**src/rtl/ram_stream_reader_if.sv**
```systemverilog
// Downstream vector stream between the RAM reader and its consumer.
// A transfer happens on any cycle where valid and ready are both high.
interface ram_stream_reader_if #(
  parameter int unsigned VEC_WIDTH = 264
);
  logic                 valid;
  logic                 ready;
  logic [VEC_WIDTH-1:0] data;
  logic                 last;

  modport master (output valid, output data, output last, input ready);
  modport slave  (input valid, input data, input last, output ready);
endinterface

```
**src/rtl/ram_stream_reader.sv**
```systemverilog
// Burst reader for a 1-cycle-latency RAM. It streams i_len vectors starting at
// i_base_addr through a 2-entry FIFO with a valid/ready handshake.
module ram_stream_reader #(
  parameter int unsigned VEC_WIDTH  = 264,
  parameter int unsigned ARR_DEPTH  = 2048,
  parameter int unsigned ADDR_WIDTH = $clog2(ARR_DEPTH)
) (
  input  logic                  i_clk,
  input  logic                  i_rst,
  input  logic                  i_start,
  input  logic [ADDR_WIDTH-1:0] i_base_addr,
  input  logic [ADDR_WIDTH:0]   i_len,
  output logic                  o_busy,
  output logic                  o_done,
  output logic [ADDR_WIDTH-1:0] o_ram_addr,
  input  logic [VEC_WIDTH-1:0]  i_ram_data,
  ram_stream_reader_if.master   strm
);

  localparam int unsigned LEN_WIDTH = ADDR_WIDTH + 1;
  localparam logic [ADDR_WIDTH-1:0] LastAddr = ADDR_WIDTH'(ARR_DEPTH - 1);

  typedef enum logic [1:0] {StIdle, StIssue, StDrain, StDone} state_e;

  state_e                state_q;
  logic                  busy_q;
  logic                  done_q;
  logic [ADDR_WIDTH-1:0] next_addr_q;
  logic [ADDR_WIDTH-1:0] hold_addr_q;
  logic [ADDR_WIDTH-1:0] next_addr_inc;
  logic [LEN_WIDTH-1:0]  issue_left_q;
  logic [LEN_WIDTH-1:0]  pop_left_q;
  logic                  inflight_q;
  logic [VEC_WIDTH-1:0]  fifo_q [2];
  logic                  rd_ptr_q;
  logic                  wr_ptr_q;
  logic [1:0]            count_q;
  logic [1:0]            count_d;
  logic [2:0]            credit;
  logic                  push;
  logic                  pop;
  logic                  issue;

  always_comb begin
    push   = inflight_q;
    pop    = (count_q != 2'd0) && strm.ready;
    // Slots already claimed after this cycle's pop; a new read needs one free.
    credit = {1'b0, count_q} + {2'b00, inflight_q} - {2'b00, pop};
    issue  = (state_q == StIssue) && (credit < 3'd2);
    count_d = count_q + {1'b0, push} - {1'b0, pop};
    next_addr_inc = (next_addr_q == LastAddr) ? '0 : next_addr_q + ADDR_WIDTH'(1);
  end

  always_ff @(posedge i_clk) begin
    if (i_rst) begin
      state_q      <= StIdle;
      busy_q       <= 1'b0;
      done_q       <= 1'b0;
      next_addr_q  <= '0;
      hold_addr_q  <= '0;
      issue_left_q <= '0;
      pop_left_q   <= '0;
      inflight_q   <= 1'b0;
      fifo_q[0]    <= '0;
      fifo_q[1]    <= '0;
      rd_ptr_q     <= 1'b0;
      wr_ptr_q     <= 1'b0;
      count_q      <= 2'd0;
    end else begin
      unique case (state_q)
        StIdle: begin
          if (i_start) begin
            next_addr_q  <= i_base_addr;
            issue_left_q <= i_len;
            pop_left_q   <= i_len;
            busy_q       <= 1'b1;
            if (i_len == '0) begin
              state_q <= StDone;
              done_q  <= 1'b1;
            end else begin
              state_q <= StIssue;
            end
          end
        end
        StIssue: begin
          if (issue) begin
            hold_addr_q  <= next_addr_q;
            next_addr_q  <= next_addr_inc;
            issue_left_q <= issue_left_q - LEN_WIDTH'(1);
            if (issue_left_q == LEN_WIDTH'(1)) state_q <= StDrain;
          end
        end
        StDrain: begin
          // Nothing issues here, so an empty FIFO next cycle means fully drained.
          if (count_d == 2'd0) begin
            state_q <= StDone;
            done_q  <= 1'b1;
          end
        end
        StDone: begin
          state_q <= StIdle;
          busy_q  <= 1'b0;
          done_q  <= 1'b0;
        end
        default: state_q <= StIdle;
      endcase

      inflight_q <= issue;
      if (push) begin
        fifo_q[wr_ptr_q] <= i_ram_data;
        wr_ptr_q         <= ~wr_ptr_q;
      end
      if (pop) begin
        rd_ptr_q   <= ~rd_ptr_q;
        pop_left_q <= pop_left_q - LEN_WIDTH'(1);
      end
      count_q <= count_d;
    end
  end

  // The address only moves in cycles that actually issue a read.
  assign o_ram_addr = issue ? next_addr_q : hold_addr_q;
  assign o_busy     = busy_q;
  assign o_done     = done_q;
  assign strm.valid = (count_q != 2'd0);
  assign strm.data  = fifo_q[rd_ptr_q];
  assign strm.last  = (count_q != 2'd0) && (pop_left_q == LEN_WIDTH'(1));

endmodule
```
**src/flat_wrapper.sv**
```systemverilog
// flat-port wrapper written by rule: the top's interface ports become plain ports
module ram_stream_reader_flat 
#(
  parameter int unsigned VEC_WIDTH  = 264,
  parameter int unsigned ARR_DEPTH  = 2048,
  parameter int unsigned ADDR_WIDTH = $clog2(ARR_DEPTH)
)
  (i_clk, i_rst, i_start, i_base_addr, i_len, o_busy, o_done, o_ram_addr, i_ram_data, strm_valid, strm_data, strm_last, strm_ready);
  ram_stream_reader_if #(.VEC_WIDTH(VEC_WIDTH)) strm_i ();
  input  logic i_clk;
  input  logic i_rst;
  input  logic i_start;
  input  logic [ADDR_WIDTH-1:0] i_base_addr;
  input  logic [ADDR_WIDTH:0] i_len;
  output logic o_busy;
  output logic o_done;
  output logic [ADDR_WIDTH-1:0] o_ram_addr;
  input  logic [VEC_WIDTH-1:0] i_ram_data;
  output wire logic [$bits(strm_i.valid)-1:0] strm_valid;
  output wire logic [$bits(strm_i.data)-1:0] strm_data;
  output wire logic [$bits(strm_i.last)-1:0] strm_last;
  input wire logic [$bits(strm_i.ready)-1:0] strm_ready;
  assign strm_valid = strm_i.valid;
  assign strm_data = strm_i.data;
  assign strm_last = strm_i.last;
  assign strm_i.ready = strm_ready;
  ram_stream_reader #(.VEC_WIDTH(VEC_WIDTH), .ARR_DEPTH(ARR_DEPTH), .ADDR_WIDTH(ADDR_WIDTH)) u_core (.i_clk(i_clk), .i_rst(i_rst), .i_start(i_start), .i_base_addr(i_base_addr), .i_len(i_len), .o_busy(o_busy), .o_done(o_done), .o_ram_addr(o_ram_addr), .i_ram_data(i_ram_data), .strm(strm_i));
endmodule
```
**config.mk**
```make
export PLATFORM = sky130hd
export DESIGN_NAME = ram_stream_reader_flat
export DESIGN_NICKNAME = d
export VERILOG_FILES = /design/src/rtl/ram_stream_reader_if.sv /design/src/rtl/ram_stream_reader.sv /design/src/flat_wrapper.sv
export SDC_FILE = /design/constraint.sdc
export NUM_CORES = 1
export LEC_CHECK = 0
export BUFFER_PORTS_ARGS = -buffer_cell sky130_fd_sc_hd__buf_4
export CORE_AREA = 2 2 219 221
export DETAILED_ROUTE_END_ITERATION = 6
export DIE_AREA = 0 0 221 223
export PLACE_DENSITY = 0.8
export REMOVE_ABC_BUFFERS = 1
export SYNTH_ARGS = -nofsm -noshare
export SYNTH_HDL_FRONTEND = slang
export SYNTH_SLANG_ARGS = --single-unit
```
**constraint.sdc**
```tcl
create_clock -name i_clk -period 9.8 [get_ports i_clk]
set_input_delay 0.49 -clock i_clk [delete_from_list [all_inputs] [get_ports i_clk]]
set_output_delay 0.49 -clock i_clk [all_outputs]
set_load 0.05 [all_outputs]
```
* After elaboration in Yosys (flattened, before gate mapping)
Memory sizes are Yosys's and may differ from the RTL's. A register that Yosys moved wholly into a read port is not among the register bits.
Cells that the tools add are included.
** Operators by class
- Add/subtract/negate cells :: 7
- Magnitude comparators :: 1
- Equal/unequal tests :: 11
- Multiplexer cells :: 32
- Bitwise gates (word level) :: 2
- Reduce and logical (&&, ||, !) cells :: 18
** Operators with widths (count)
- $mux W264 :: 1
- $reduce_or A264 Y1 :: 1
- $mux W12 :: 4
- $mux W11 :: 4
- $eq A12 B1 Y1 const B :: 2
- $pmux W12 S2 :: 1
- $sub A12 B1 Y12 const B :: 2
- $pmux W11 S2 :: 1
- $mux W1 :: 13
- $logic_not A12 Y1 :: 1
- $add A11 B1 Y11 const B :: 1
- $eq A11 B11 Y1 const B :: 1
- $mux W2 :: 5
- $reduce_bool A2 Y1 :: 5
- $pmux W2 S4 :: 1
- $reduce_and A4 Y1 :: 2
- $ne A2 B1 Y1 const B :: 3
- $eq A2 B2 Y1 const B :: 2
- $logic_not A2 Y1 :: 2
- $ne A2 B2 Y1 const B :: 2
- $reduce_and A2 Y1 :: 2
- $add A2 B1 Y3 :: 1
- $logic_and A1 B1 Y1 :: 3
- $lt A3 B2 Y1 const B :: 1
- 9 further kinds :: 10
** Storage, ports and cells
- Register bits :: 55
- RAM bits :: 528
- Input bits :: 291
- Output and inout bits :: 279
- Word-level logic and storage cells :: 83
- Memories :: 1
** Memory list
- u_core.fifo_q :: words 2, bits a word 264, rd ports 1, clocked after Yosys merged registers in 1, wr ports 2, line ram_stream_reader.sv:34 : logic [VEC_WIDTH-1:0] fifo_q [2];

* Depth between registers and ports, before layout
Gate-level depths: netlist (run 1).
- Depth in word-level cells :: 7
- Mapped depth :: 11
- Mapped depth without buffers :: 9

* Worst setup path before layout (run 1)
Ideal clock, no wire load.
- Path kind :: input to register
- Start point :: in i_rst
- End point :: mem u_core.fifo_q[0][0] (enable)
- Setup time :: 625 ps
- Arrival :: 6349 ps
- Setup slack :: 2826 ps
- Cell stages on the path :: 3
- Path through :: clkbuf_1 > buf_1 > a21o_1
** RTL lines
- start, declared :: line flat_wrapper.sv:11 : input logic i_rst;
- end, declared :: line ram_stream_reader.sv:34

* Worst setup path after layout (run 1)
- Start point :: reg u_core.count_q[1]
- End point :: out o_ram_addr[7]
** On the way
- Longest elaborated chain between the ends :: 6
- Elaborated cells between the ends (all ways) :: 7
- Classes of those cells :: add/sub (2); order compare (1); mux (1); reduce/logical (3)
** RTL lines
- start, declared :: line ram_stream_reader.sv:37 : logic [1:0] count_q;
- start signal, assigned :: line ram_stream_reader.sv:117 : count_q <= count_d;
- branches (longest 2 deep; another with $add A2 B1 Y3)
- $sub A3 B1 Y3 (*) :: line ram_stream_reader.sv:48 : credit = {1'b0, count_q} + {2'b00, inflight_q} - {2'b00, pop};
- $lt A3 B2 Y1 (*) :: line ram_stream_reader.sv:49 : issue = (state_q == StIssue) && (credit < 3'd2);
- $logic_and A1 B1 Y1 (*) :: line ram_stream_reader.sv:49
- $mux W11 (*) :: line ram_stream_reader.sv:122 : assign o_ram_addr = issue ? next_addr_q : hold_addr_q;
- end, declared :: line flat_wrapper.sv:17 : output logic [ADDR_WIDTH-1:0] o_ram_addr;
Mark *: on every way between the ends.

==> summary.md, run 1 <==
| Metric | Value |
|---|---|
| Status | `complete, no violations` |
| Slew @ Worst Pin | `1.16 ns` |
| Cts hold-fix bufs | `0` |
| Wire per inst | `22.6 µm` |
| Initial antenna violation count | `8` |
| GR Layer Usage met1 | `between 30% and 40%` |
| CP max-delay cell | `and2_1` |
| GR Util met3 | `approximately 5.9%` |
| Max transition margin | `22.6%` |
| Seq pwr share | `35.6%` |
| Buffer levels on the longest clock path | `3` |
| ANT nets after route | `0` |
| Fin. Hold Viols | `0` |
| Yosys warnings | `0` |
| Hold WC Path Type | `in2reg` |
| Die height | `between 200 and 250 µm` |
| Syn Inst Count | `1,792` |
| Hpwl dp | `45,100 µm` |
| Cell variety after synth | `slightly above 60` |
| Worst path arrival time | `4.07 ns` |
| Multi-input gate area in the final layout | `around 8000 µm²` |
| Worst-skew pair later-pin latency | `0.61 ns` |
| Logic pwr share | `between 40% and 50%` |
| Pleak | `about 13 nW` |
| CTS tree | `built` |
| Register area | `17,000 µm²` |
| Grt met2 use | `about 45%` |
| Int Pwr | `between 5 and 6 mW` |
| Die area | `approximately 50,000 µm²` |
| FF-to-FF setup slack | `6.09 ns` |
| I/O pins | `570` |
| Post-synth EDFFs | `528` |
| Clock sinks | `584` |
| Critical Path End Type | `output pin` |
| Post-synthesis async set-or-reset flop share | `0%` |
| Share of post-route cells with drive strength above 1 | `between 40% and 50%` |
| Synth area leaders | `edfxtp_1 (62%), and2_1 (13%), mux2_2 (12%)` |
| Fin crit share | `between 40% and 50%` |
| Top cell type's share of synthesized area | `61.8%` |
| Cell Area, Synth | `25,600 µm²` |
| DR vias | `between 15,000 and 20,000` |
| Num CTS Buffers | `58` |
| Yosys reg bits | `584` |
| Drt drc | `0` |
| Max-cap violations | `0` |
| Post-synthesis sequential area ratio | `about two thirds` |
| CTS root buffer | `clkbuf_16` |
| Switching power | `3.73 mW` |
| Drt via density | `5.60` |
| Area growth syn-to-layout | `25.8%` |
| Final net count | `2,623` |
| CP required | `roughly 9.3 ns` |
| Crit Path Category | `reg2out` |
| Setup-failing EPs final | `0` |
| Crit path top cell by count | `xnor2_1` |
| WP buf/inv | `2` |
| Number of detailed-route iterations in the first pass | `5` |
| Count leader, synth | `and2_1` |
| RD Place Congestion | `0.855` |
| Fill cell count | `around 3,300` |
| Top cell family by delay on the critical path | `XOR/XNOR gates` |
| Setup bufs post-CTS | `0` |
| GRT Total Usage | `26.6%` |
| Worst setup SP type | `flop` |
| Pwr Density | `291 nW/µm²` |
| Busiest grt layer | `met2` |
| Post-synth top cells | `and2_1 (544), edfxtp_1 (528), mux2_2 (276), clkbuf_1 (103), dfxtp_1 (56)` |
| Largest net degree at the start of global routing | `144` |
| Vias in the first global route | `16,600` |
| Worst Skew | `0.0174 ns` |
| Fmax | `219 MHz` |
| Post-synth top area cell | `edfxtp_1` |
| VDD IR max | `0.208 mV` |
| Setup TNS | `0 ns` |
| Clock Power Share | `a little under a quarter` |
| CTS clock-pin slew for the worst setup and hold paths | `0.06 ns` |
| Port Buffer Count | `569` |
| Util after Layout | `68.4%` |
| Initial Util | `54.4%` |
| Cell Chain, Critical Path | `o21ai_1 -> xnor2_1 -> ha_1 -> inv_1 -> fa_1 -> xnor2_1 -> and2_1 -> mux2_2 -> buf_4` |
| Core footprint | `roughly 47,000 µm²` |
| Gr ovfl total | `0` |
| Tmin final | `4.56 ns` |
| Post-Route WL | `67,600 µm` |
| Post-cts resize count | `0` |
| H-Tree Level Count | `2` |
| Sw frac | `around two fifths` |
| First-pass GRT wire length | `100,000 µm` |
| Fin. max-slew vios | `0` |
| Critical Path Max Stage Delay | `a little under 0.6 ns` |
| Row cnt | `80` |
| Synth Flop Type | `edfxtp_1` |
| Avg Cell Area, Syn | `14.3 µm²` |
| Crit-path max FO | `12` |
| RSZ-0062 raised after global routing | `false` |
| DR iter-0 viols | `1,477` |
| Die Wd | `221 µm` |
[power by group through the flow]
stage / clock network [mW] / registers [mW] / logic (mW)
floorplan: 0 / 3.47 / 2.69
global placement: 0 / 3.37 / 3.84
detailed placement: 0 / 3.39 / 3.87
CTS: 2.19 / 3.34 / 3.89
global route: 2.28 / 3.38 / 4.03
finish: 2.16 / 3.34 / 3.88
[layout make-up]
cell class | instances | area share, %
flip-flops and latches | 584 | 52.6
multi-input cells | 1080 | 25.4
repair buffers | 581 | 13.6
clock buffers | 74 | 4.87
well taps | 615 | 2.39
clock inverters | 30 | 0.842
inverters | 16 | 0.186
diodes | 9 | 0.0698
[worst reg2reg max path: cells and delay by family, from the launching register on]
kind	cells	cell delay, ns
AO/OA/AOI/OAI	4	1.70
XOR/XNOR	1	0.20
adder cells (fa/ha/maj)	2	0.68
buffers and inverters	2	0.41
flip-flops	1	0.36
AND/OR/NAND/NOR	1	0.27
[logic make-up after synthesis]
logic type | count (synthesis) | share of synthesized area (%)
AO/OA/AOI/OAI | 116 | 3.01
XOR/XNOR | 4 | 0.137
adder cells (fa/ha/maj) | 11 | 0.566
buffers and inverters | 128 | 1.92
flip-flops | 584 | 66.2
multiplexers | 278 | 12.2
AND/OR/NAND/NOR | 671 | 16.0
[per-stage QoR]
stage               hold WS (ns)  instances  area (µm²)  setup WS (ns)  power [mW]
global route               0.130       2987       32300           4.98        9.70
global placement           0.471       2876       30400           5.91        7.21
finish                     0.156       2989       32300           5.24        9.39
floorplan                  0.449       1680       25200           2.13        6.16
CTS                        0.117       2980       32200           5.24        9.42
detailed placement         0.483       2876       30400           5.83        7.26
[layer usage]
metal	routed length (µm)	vias to the layer above	part of all wire [%]
met5	0	-	0
met4	2680	0	4.0
met3	5370	127	7.9
met2	34000	768	50
met1	25600	8327	38
li1	-	7518	-
[sequential cells by signal, summed over array words and instances, names as in the netlist, 2 cells and up, named ones only]
| name | cells |
|---|---|
| u_core.next_addr_q | 11 |
| u_core.fifo_q | 528 |
| u_core.issue_left_q | 12 |
| u_core.state_q | 2 |
| u_core.hold_addr_q | 11 |
| u_core.count_q | 2 |
| u_core.pop_left_q | 12 |
[layout by cell type, fill, tap and decap left out, types with 14 or more instances in the layout]
master,n
a21oi_1,26
and2_1,544
inv_1,16
mux2_2,276
dfxtp_1,55
buf_4,579
nor2_1,29
nand2_1,21
clkinv_2,14
edfxtp_1,528
clkbuf_16,58
[worst paths after layout]
check	from	end	cells past startpoint
max	u_core.count_q[1]$_SDFF_PP0_	o_ram_addr[7]	9
min	i_ram_data[98]	u_core.fifo_q[1][98]$_SDFFCE_PN0P_	2
max reg2reg	u_core.count_q[1]$_SDFF_PP0_	u_core.next_addr_q[4]$_SDFFE_PP0P_	10
min reg2reg	u_core.issue_left_q[1]$_SDFFE_PP0P_	u_core.issue_left_q[1]$_SDFFE_PP0P_	2
Note: power is estimated with default switching activity, not from simulation.
==> inputs of run 2 (changes only) <==
--- a/config.mk
+++ b/config.mk
@@ -5,11 +5,11 @@
 export SDC_FILE = /design/constraint.sdc
 export NUM_CORES = 1
 export LEC_CHECK = 0
+export ABC_AREA = 1
 export BUFFER_PORTS_ARGS = -buffer_cell sky130_fd_sc_hd__buf_4
-export CORE_AREA = 2 2 219 221
+export CORE_UTILIZATION = 49
 export DETAILED_ROUTE_END_ITERATION = 6
-export DIE_AREA = 0 0 221 223
-export PLACE_DENSITY = 0.8
+export PLACE_DENSITY = 0.76
 export REMOVE_ABC_BUFFERS = 1
 export SYNTH_ARGS = -nofsm -noshare
 export SYNTH_HDL_FRONTEND = slang
==> constraint.sdc (replaced) <==
create_clock -name i_clk -period 3.7 [get_ports i_clk]
set_input_delay 0.185 -clock i_clk [delete_from_list [all_inputs] [get_ports i_clk]]
set_output_delay 0.185 -clock i_clk [all_outputs]
set_load 0.05 [all_outputs]
==> summary.md, run 2 <==
| Metric | Value |
|---|---|
| ANT nets after route | `0 (unchanged)` |
| Post-synth EDFFs | `528 (unchanged)` |
| RD Place Congestion | `0.840 (-1.8%)` |
| Synth area leaders | `edfxtp_1 (62%), mux2_2 (12%), nor2_1 (8.8%)` |
| I/O pins | `570 (unchanged)` |
| Fin crit share | `93.2%` |
| Drt drc | `0 (unchanged)` |
| Worst setup SP type | `flop` |
| Crit path top cell by count | `buf_4` |
| Fin. Hold Viols | `0 (unchanged)` |
| Fin. max-slew vios | `0 (unchanged)` |
| Syn Inst Count | `2,204 (+23%)` |
| Hold WC Path Type | `in2reg` |
| Buffer levels on the longest clock path | `3 (unchanged)` |
| CTS tree | `built` |
| DR vias | `19,700 (+18%)` |
| CTS root buffer | `clkbuf_16` |
| Fill cell count | `3,421 (+4.4%)` |
| Tmin final | `3.45 ns` |
| CP required | `3.51 ns (-5.80 ns)` |
| Util after Layout | `68.8% (+0.35 points)` |
| CTS clock-pin slew for the worst setup and hold paths | `0.06 ns (about the same)` |
| Number of detailed-route iterations in the first pass | `5 (unchanged)` |
| Max transition margin | `21.0% (-1.6 points)` |
| Wire per inst | `20.3 µm (-10%)` |
| Area growth syn-to-layout | `38.0%` |
| Cell Area, Synth | `25,700 µm² (+0.31%)` |
| Crit Path Category | `reg2out` |
| Critical Path Max Stage Delay | `0.63 ns (+0.04 ns)` |
| Dpl cells | `3,376 (+17%)` |
| Fin cells | `3,781 (+26%)` |
| Max-cap violations | `0 (unchanged)` |
| Commonest non-fill, non-tap cell in the layout | `nor2_1` |
| Initial Util | `49.8% (-4.6 points)` |
| Num CTS Buffers | `59 (+1.7%)` |
| Setup-failing EPs final | `0 (unchanged)` |
| Worst-skew pair later-pin latency | `0.62 ns (about the same)` |
| Post-Route WL | `76,700 µm (+13%)` |
| Synth Flop Type | `edfxtp_1` |
| Die height | `231 µm (+3.6%)` |
| Post-synth top area cell | `edfxtp_1` |
| Initial antenna violation count | `11 (+3)` |
| Pleak | `15.9 nW (+22%)` |
| Critical Path End Type | `output pin` |
| Hpwl dp | `45,700 µm (+1.4%)` |
| Share of post-route cells with drive strength above 1 | `32.1% (-8.3 points)` |
| Crit-path max FO | `23 (+11)` |
| Worst path arrival time | `3.26 ns (-0.81 ns)` |
| Yosys warnings | `0 (unchanged)` |
| Largest Register | `u_core.fifo_q` |
| Final Power | `24.3 mW (+160%)` |
| Worst Skew | `0.0268 ns (+0.00939 ns)` |
| Largest net degree at the start of global routing | `204 (+42%)` |
| Yosys reg bits | `584 (unchanged)` |
| Fmax | `290 MHz` |
| Count leader, synth | `nor2_1` |
| Largest registers | `u_core.fifo_q: 528 flops, u_core.issue_left_q: 12 flops, u_core.pop_left_q: 12 flops` |
| Post-synthesis sequential area ratio | `66.0% (-0.20 points)` |
| Clock sinks | `584 (unchanged)` |
| Slew @ Worst Pin | `1.19 ns (+0.0246 ns)` |
| Cell Chain, Critical Path | `nor2_4 -> nor2_8 -> buf_4 -> inv_2 -> nor2_1 -> fa_1 -> a21boi_2 -> nand3_1 -> buf_6 -> o21ai_1 -> inv_1 -> buf_4` |
| H-Tree Level Count | `2 (unchanged)` |
| Pwr Density | `685 nW/µm² (+140%)` |
| Drt via density | `5.20 (-7.1%)` |
| DR iter-0 viols | `1,528 (+3.5%)` |
| Port Buffer Count | `569 (unchanged)` |
| First-pass GRT wire length | `113,000 µm (+13%)` |
| Setup TNS | `0 ns (unchanged)` |
| Core footprint | `51,600 µm² (+9.5%)` |
| Largest register FFs | `528 (unchanged)` |
| Avg Cell Area, Syn | `11.7 µm² (-18%)` |
| Cell variety after synth | `44 (-28%)` |
| Vias in the first global route | `20,300 (+23%)` |
| Top cell type's share of synthesized area | `61.6% (-0.19 points)` |
| GRT Total Usage | `27.7% (+1.2 points)` |
| Post-synth top cells | `nor2_1 (600), edfxtp_1 (528), inv_1 (338), mux2_2 (264), nand2_1 (116)` |
| Final net count | `3,345 (+28%)` |
| Row cnt | `83 (+3.8%)` |
| Status | `complete, no violations` |
| VDD IR max | `0.649 mV (+210%)` |
| Die Wd | `231 µm (+4.6%)` |
| Gr ovfl total | `0 (unchanged)` |
| Post-synthesis async set-or-reset flop share | `0% (unchanged)` |
| Die area | `53,400 µm² (+8.4%)` |
| CP max-delay cell | `fa_1` |
| Most frequent cells in the layout | `nor2_1 (600), buf_4 (588), edfxtp_1 (528), inv_1 (338), dlygate4sd3_1 (283)` |
-- run 2: changes by cell type in the layout (fill, tap and decap cells not counted), moves of 12 or more --
cell	previous run	this run
nor2_1	29	600
and2_1	544	0
inv_1	16	338
o21ai_1	1	22
nand2_1	21	113
a21oi_1	26	43
mux2_2	276	264
a31oi_1	13	1
dlygate4sd3_1	0	283
nand3_1	12	35
-- run 2: cell families after synthesis --
family	after synthesis	synth area share, %
AO/OA/AOI/OAI	111	2.50
XOR/XNOR	7	0.238
adder cells (fa/ha/maj)	11	0.564
buffers and inverters	451	7.28
flip-flops	584	66.0
multiplexers	264	11.6
AND/OR/NAND/NOR	776	11.9
-- run 2: final cells by class --
type | instances | area (µm²) | share of cell area [%]
timing repair buffer | 885 | 7520 | 21.2
clock inverter | 38 | 384 | 1.08
inverter | 344 | 1300 | 3.65
multi-input combinational | 1169 | 6920 | 19.5
antenna | 13 | 32.5 | 0.0916
tap | 680 | 851 | 2.40
sequential | 584 | 17000 | 47.8
clock buffer | 68 | 1520 | 4.28
-- run 2: path summary, 6_finish.rpt --
kind,endpoint,cells past startpoint,slack [ns],startpoint
max,o_ram_addr[10],12,0.25,u_core.count_q[1]$_SDFF_PP0_
min,u_core.pop_left_q[7]$_SDFFE_PP0P_,5,0.06,i_len[7]
max reg2reg,u_core.issue_left_q[9]$_SDFFE_PP0P_,13,0.90,u_core.count_q[1]$_SDFF_PP0_
min reg2reg,flop,1,0.46,u_core.rd_ptr_q$_SDFFE_PP0P_
-- run 2: metrics by stage --
stage | instance area [µm²] | worst slack (ns) | hold slack (ns)
finish | 35500 | 0.252 | 0.0586
global route | 35500 | -0.00395 | 0.0793
CTS | 35500 | 0.00955 | 0.00718
detailed placement | 30700 | 0.541 | 0.445
global placement | 30700 | 0.748 | 0.435
floorplan | 25100 | -12.50 | 0.247
-- run 2: worst max-delay path: cells and delay by family (launching register included) --
| kind | cells | cell delay [ns] |
|---|---|---|
| buf+inv | 5 | 0.80 |
| fa+ha+maj | 1 | 0.63 |
| compound gates | 2 | 0.43 |
| simple gates | 4 | 0.43 |
| flops | 1 | 0.36 |
-- run 2: timing repair --
action                                  in CTS  in global routing
endpoints found under the setup margin      11                 11
pin swaps                                    1                  0
gates cloned                                 0                  0
gates resized for setup                      1                 13
setup buffers                                3                  0
hold buffers                               283                  0
endpoints found under the hold margin      549                  0
-- run 2: metal layers --
layer  GRT usage [%]  part of all wire (%)  wire [µm]
met2            48.8                    51      39100
met4            14.2                   5.4       4120
met3            6.48                   7.9       6020
met1            31.3                    36      27400
met5               0                 0.017         13
-- run 2: report_power, final --
group	internal (mW)	switching [mW]	leakage [nW]	total, mW
Combinational	3.21	6.60	9.07	9.81
Clock	3.42	2.52	0.915	5.94
Sequential	8.11	0.470	5.93	8.58
==> inputs of run 3 (changes only) <==
--- a/config.mk
+++ b/config.mk
@@ -9,6 +9,7 @@
 export BUFFER_PORTS_ARGS = -buffer_cell sky130_fd_sc_hd__buf_4
 export CORE_UTILIZATION = 49
 export DETAILED_ROUTE_END_ITERATION = 6
+export GPL_TIMING_DRIVEN = 0
 export PLACE_DENSITY = 0.76
 export REMOVE_ABC_BUFFERS = 1
 export SYNTH_ARGS = -nofsm -noshare
==> summary.md, run 3 (same netlist as run 2, synthesis figures left out) <==
| Metric | Value |
|---|---|
| Status | `complete, no violations` |
| Max transition margin | `19.2% (-1.8 points)` |
| Crit path top cell by count | `buf_4` |
| Share of post-route cells with drive strength above 1 | `32.4% (+0.32 points)` |
| Largest registers | `u_core.fifo_q: 528 flops, u_core.issue_left_q: 12 flops, u_core.pop_left_q: 12 flops` |
| Die area | `53,400 µm² (unchanged)` |
| ANT nets after route | `0 (unchanged)` |
| Fin. max-slew vios | `0 (unchanged)` |
| Worst reg2reg path endpoint | `u_core.issue_left_q[2]$_SDFFE_PP0P_` |
| Seq pwr share | `34.9% (-0.4 points)` |
| Worst-skew pair later-pin latency | `0.63 ns (about the same)` |
| Fill cell count | `3,387 (-0.99%)` |
| Worst reg2reg path startpoint | `u_core.count_q[1]$_SDFF_PP0_` |
| CP max-delay cell | `fa_1` |
| Initial Util | `49.8% (unchanged)` |
| Sw frac | `39.7% (+0.24 points)` |
| Pwr Density | `686 nW/µm² (about the same)` |
| Crit-path max FO | `13 (-43%)` |
| Row cnt | `83 (unchanged)` |
| Initial antenna violation count | `10 (-1)` |
| Cell Chain, Critical Path | `nor2_4 -> nor2_8 -> buf_4 -> clkinv_2 -> nor2_1 -> fa_1 -> a21boi_4 -> buf_4 -> nand3_4 -> o21ai_1 -> inv_1 -> buf_4` |
| DR vias | `19,700 (+0.20%)` |
| Hold WS | `0.0534 ns (-0.00528 ns)` |
| Clock sinks | `584 (unchanged)` |
| Drt drc | `0 (unchanged)` |
| Post-Route WL | `75,500 µm (-1.5%)` |
| CP required | `3.51 ns (about the same)` |
| Largest register FFs | `528 (unchanged)` |
| Fin. Hold Viols | `0 (unchanged)` |
| Clock Power Share | `24.0% (-0.4 points)` |
| Largest Register | `u_core.fifo_q` |
| Port Buffer Count | `569 (unchanged)` |
| I/O pins | `570 (unchanged)` |
| Hold path depth | `5 (unchanged)` |
| Core footprint | `51,600 µm² (unchanged)` |
| Hpwl dp | `45,700 µm (about the same)` |
| Vias in the first global route | `20,200 (-0.59%)` |
| DR iter-0 viols | `1,505 (-1.5%)` |
| GRT Total Usage | `27.5% (-0.23 points)` |
| Worst setup SP type | `flop` |
| Pleak | `16.1 nW (+0.92%)` |
| H-Tree Level Count | `2 (unchanged)` |
| Setup-failing EPs final | `0 (unchanged)` |
| RD Place Congestion | `0.857 (+2.1%)` |
| Critical Path Max Stage Delay | `0.59 ns (-0.04 ns)` |
| Crit Path Category | `reg2out` |
| Num CTS Buffers | `58 (-1.7%)` |
| Critical Path End Type | `output pin` |
| Worst Skew | `0.0299 ns (+0.00307 ns)` |
| FF-to-FF setup slack | `0.28 ns (-0.62 ns)` |
| Final net count | `3,350 (+0.15%)` |
| CTS tree | `built` |
| Worst Reg-to-Reg Cells | `14 (+1)` |
| Switching power | `9.76 mW (+1.7%)` |
| Int Pwr | `14.8 mW (+0.66%)` |
| Tmin final | `3.55 ns (+0.0998 ns)` |
| Gr ovfl total | `0 (unchanged)` |
| Register area | `17,000 µm² (unchanged)` |
| Hold WC Path Type | `in2reg` |
| Wire per inst | `19.9 µm (-1.6%)` |
| VDD IR max | `0.825 mV (+27%)` |
| Largest net degree at the start of global routing | `69 (-66%)` |
| Die Wd | `231 µm (unchanged)` |
| Logic pwr share | `41.1% (+0.8 points)` |
| Fin crit share | `95.9% (+2.7 points)` |
| Most frequent cells in the layout | `nor2_1 (600), buf_4 (576), edfxtp_1 (528), inv_1 (338), dlygate4sd3_1 (288)` |
| Multi-input gate area in the final layout | `7010 µm² (+1.4%)` |
| CTS clock-pin slew for the worst setup and hold paths | `0.06 ns (about the same)` |
| Fmax | `282 MHz (-2.8%)` |
| Die height | `231 µm (unchanged)` |
| Worst setup endpoint | `o_ram_addr[0]` |
| RSZ-0062 raised after global routing | `false` |
| First-pass GRT wire length | `113,000 µm (+0.12%)` |
| Worst path arrival time | `3.36 ns (+0.10 ns)` |
| Setup crit start | `u_core.count_q[1]$_SDFF_PP0_` |
| Commonest non-fill, non-tap cell in the layout | `nor2_1` |
| Slew @ Worst Pin | `1.21 ns (+0.0255 ns)` |
| Drt via density | `5.21 (about the same)` |
| Setup TNS | `0 ns (unchanged)` |
| Max-cap violations | `0 (unchanged)` |
| Area growth syn-to-layout | `39.4%` |
| CTS root buffer | `clkbuf_16` |
| Buffer levels on the longest clock path | `3 (unchanged)` |
| Number of detailed-route iterations in the first pass | `7 (+2)` |
## run 3: cell count changes in the layout (fill, tap and decap cells not counted), sizes merged
| cell | delta |
|---|---|
| buf | -2 |
| dlygate4sd3 | +5 |
| clkinv | +7 |
| clkbuf | -5 |
| nand3 | +3 |
| diode | -1 |
| clkinvlp | -1 |
## run 3: layout make-up
type,instances,share of cell area (%)
Clock buffer,63,4.10
Sequential cell,584,47.4
Inverter,344,3.62
Antenna cell,12,0.0837
Clock inverter,44,1.14
Timing Repair Buffer,888,21.8
Tap cell,680,2.37
Multi-Input combinational cell,1172,19.6
## run 3: worst min-delay path by stage
stage / from / to / slack, ns
4_1_cts: i_len[2] / u_core.pop_left_q[2]$_SDFFE_PP0P_ / 0.001
6_report: i_len[4] / u_core.issue_left_q[4]$_SDFFE_PP0P_ / 0.05
3_3_place_gp: u_core.rd_ptr_q$_SDFFE_PP0P_ / flop / 0.43
2_1_floorplan: i_rst / u_core.issue_left_q[10]$_SDFFE_PP0P_ / 0.25
3_5_place_dp: u_core.rd_ptr_q$_SDFFE_PP0P_ / flop / 0.44
5_1_grt: i_rst / u_core.issue_left_q[6]$_SDFFE_PP0P_ / 0.03
## run 3: stage by stage
stage | util [%] | power (mW) | cells | setup slack, ns | area [µm²]
2_1_floorplan | - | 15.5 | 2097 | -12.50 | 25100
3_3_place_gp | 58.6 | 17.4 | 3346 | -29.28 | 30300
3_5_place_dp | 59.8 | 18.0 | 3368 | -0.827 | 30900
4_1_cts | 69.3 | 24.4 | 3769 | -0.00676 | 35800
5_1_grt | 69.5 | 25.5 | 3784 | 0.0212 | 35800
6_report | 69.5 | 24.6 | 3787 | 0.152 | 35900
## run 3: what timing repair did
| item | CTS | global route |
|---|---|---|
| setup endpoints to repair | 149 | 11 |
| setup buffers | 3 | 5 |
| cloned | 2 | 1 |
| pin swaps | 3 | 2 |
| hold buffers | 289 | 0 |
| hold endpoints to repair | 565 | 0 |
| gates resized for setup | 21 | 10 |
## run 3: power by group through the flow
stage	logic (mW)	registers (mW)	clock network, mW
4_1_cts	9.86	8.54	5.95
2_1_floorplan	6.63	8.87	0
5_1_grt	10.6	8.65	6.21
3_5_place_dp	9.36	8.66	0
3_3_place_gp	8.39	9.01	0
6_report	10.1	8.58	5.90
## run 3: per-layer routing
| metal | global-route usage (%) | up-vias | share of wire [%] |
|---|---|---|---|
| li1 | - | 8962 | - |
| met1 | 32.1 | 9572 | 37 |
| met2 | 47.3 | 917 | 50 |
| met3 | 5.98 | 261 | 7.6 |
| met4 | 14.6 | 0 | 5.7 |
| met5 | 0 | - | 0 |
## run 3: critical path: cells and delay by family, from the launching register on
kind / cells / cell delay (ns)
buf+inv: 5 / 0.72
compound gates: 2 / 0.56
simple gates: 4 / 0.51
fa+ha+maj: 1 / 0.59
flops: 1 / 0.37
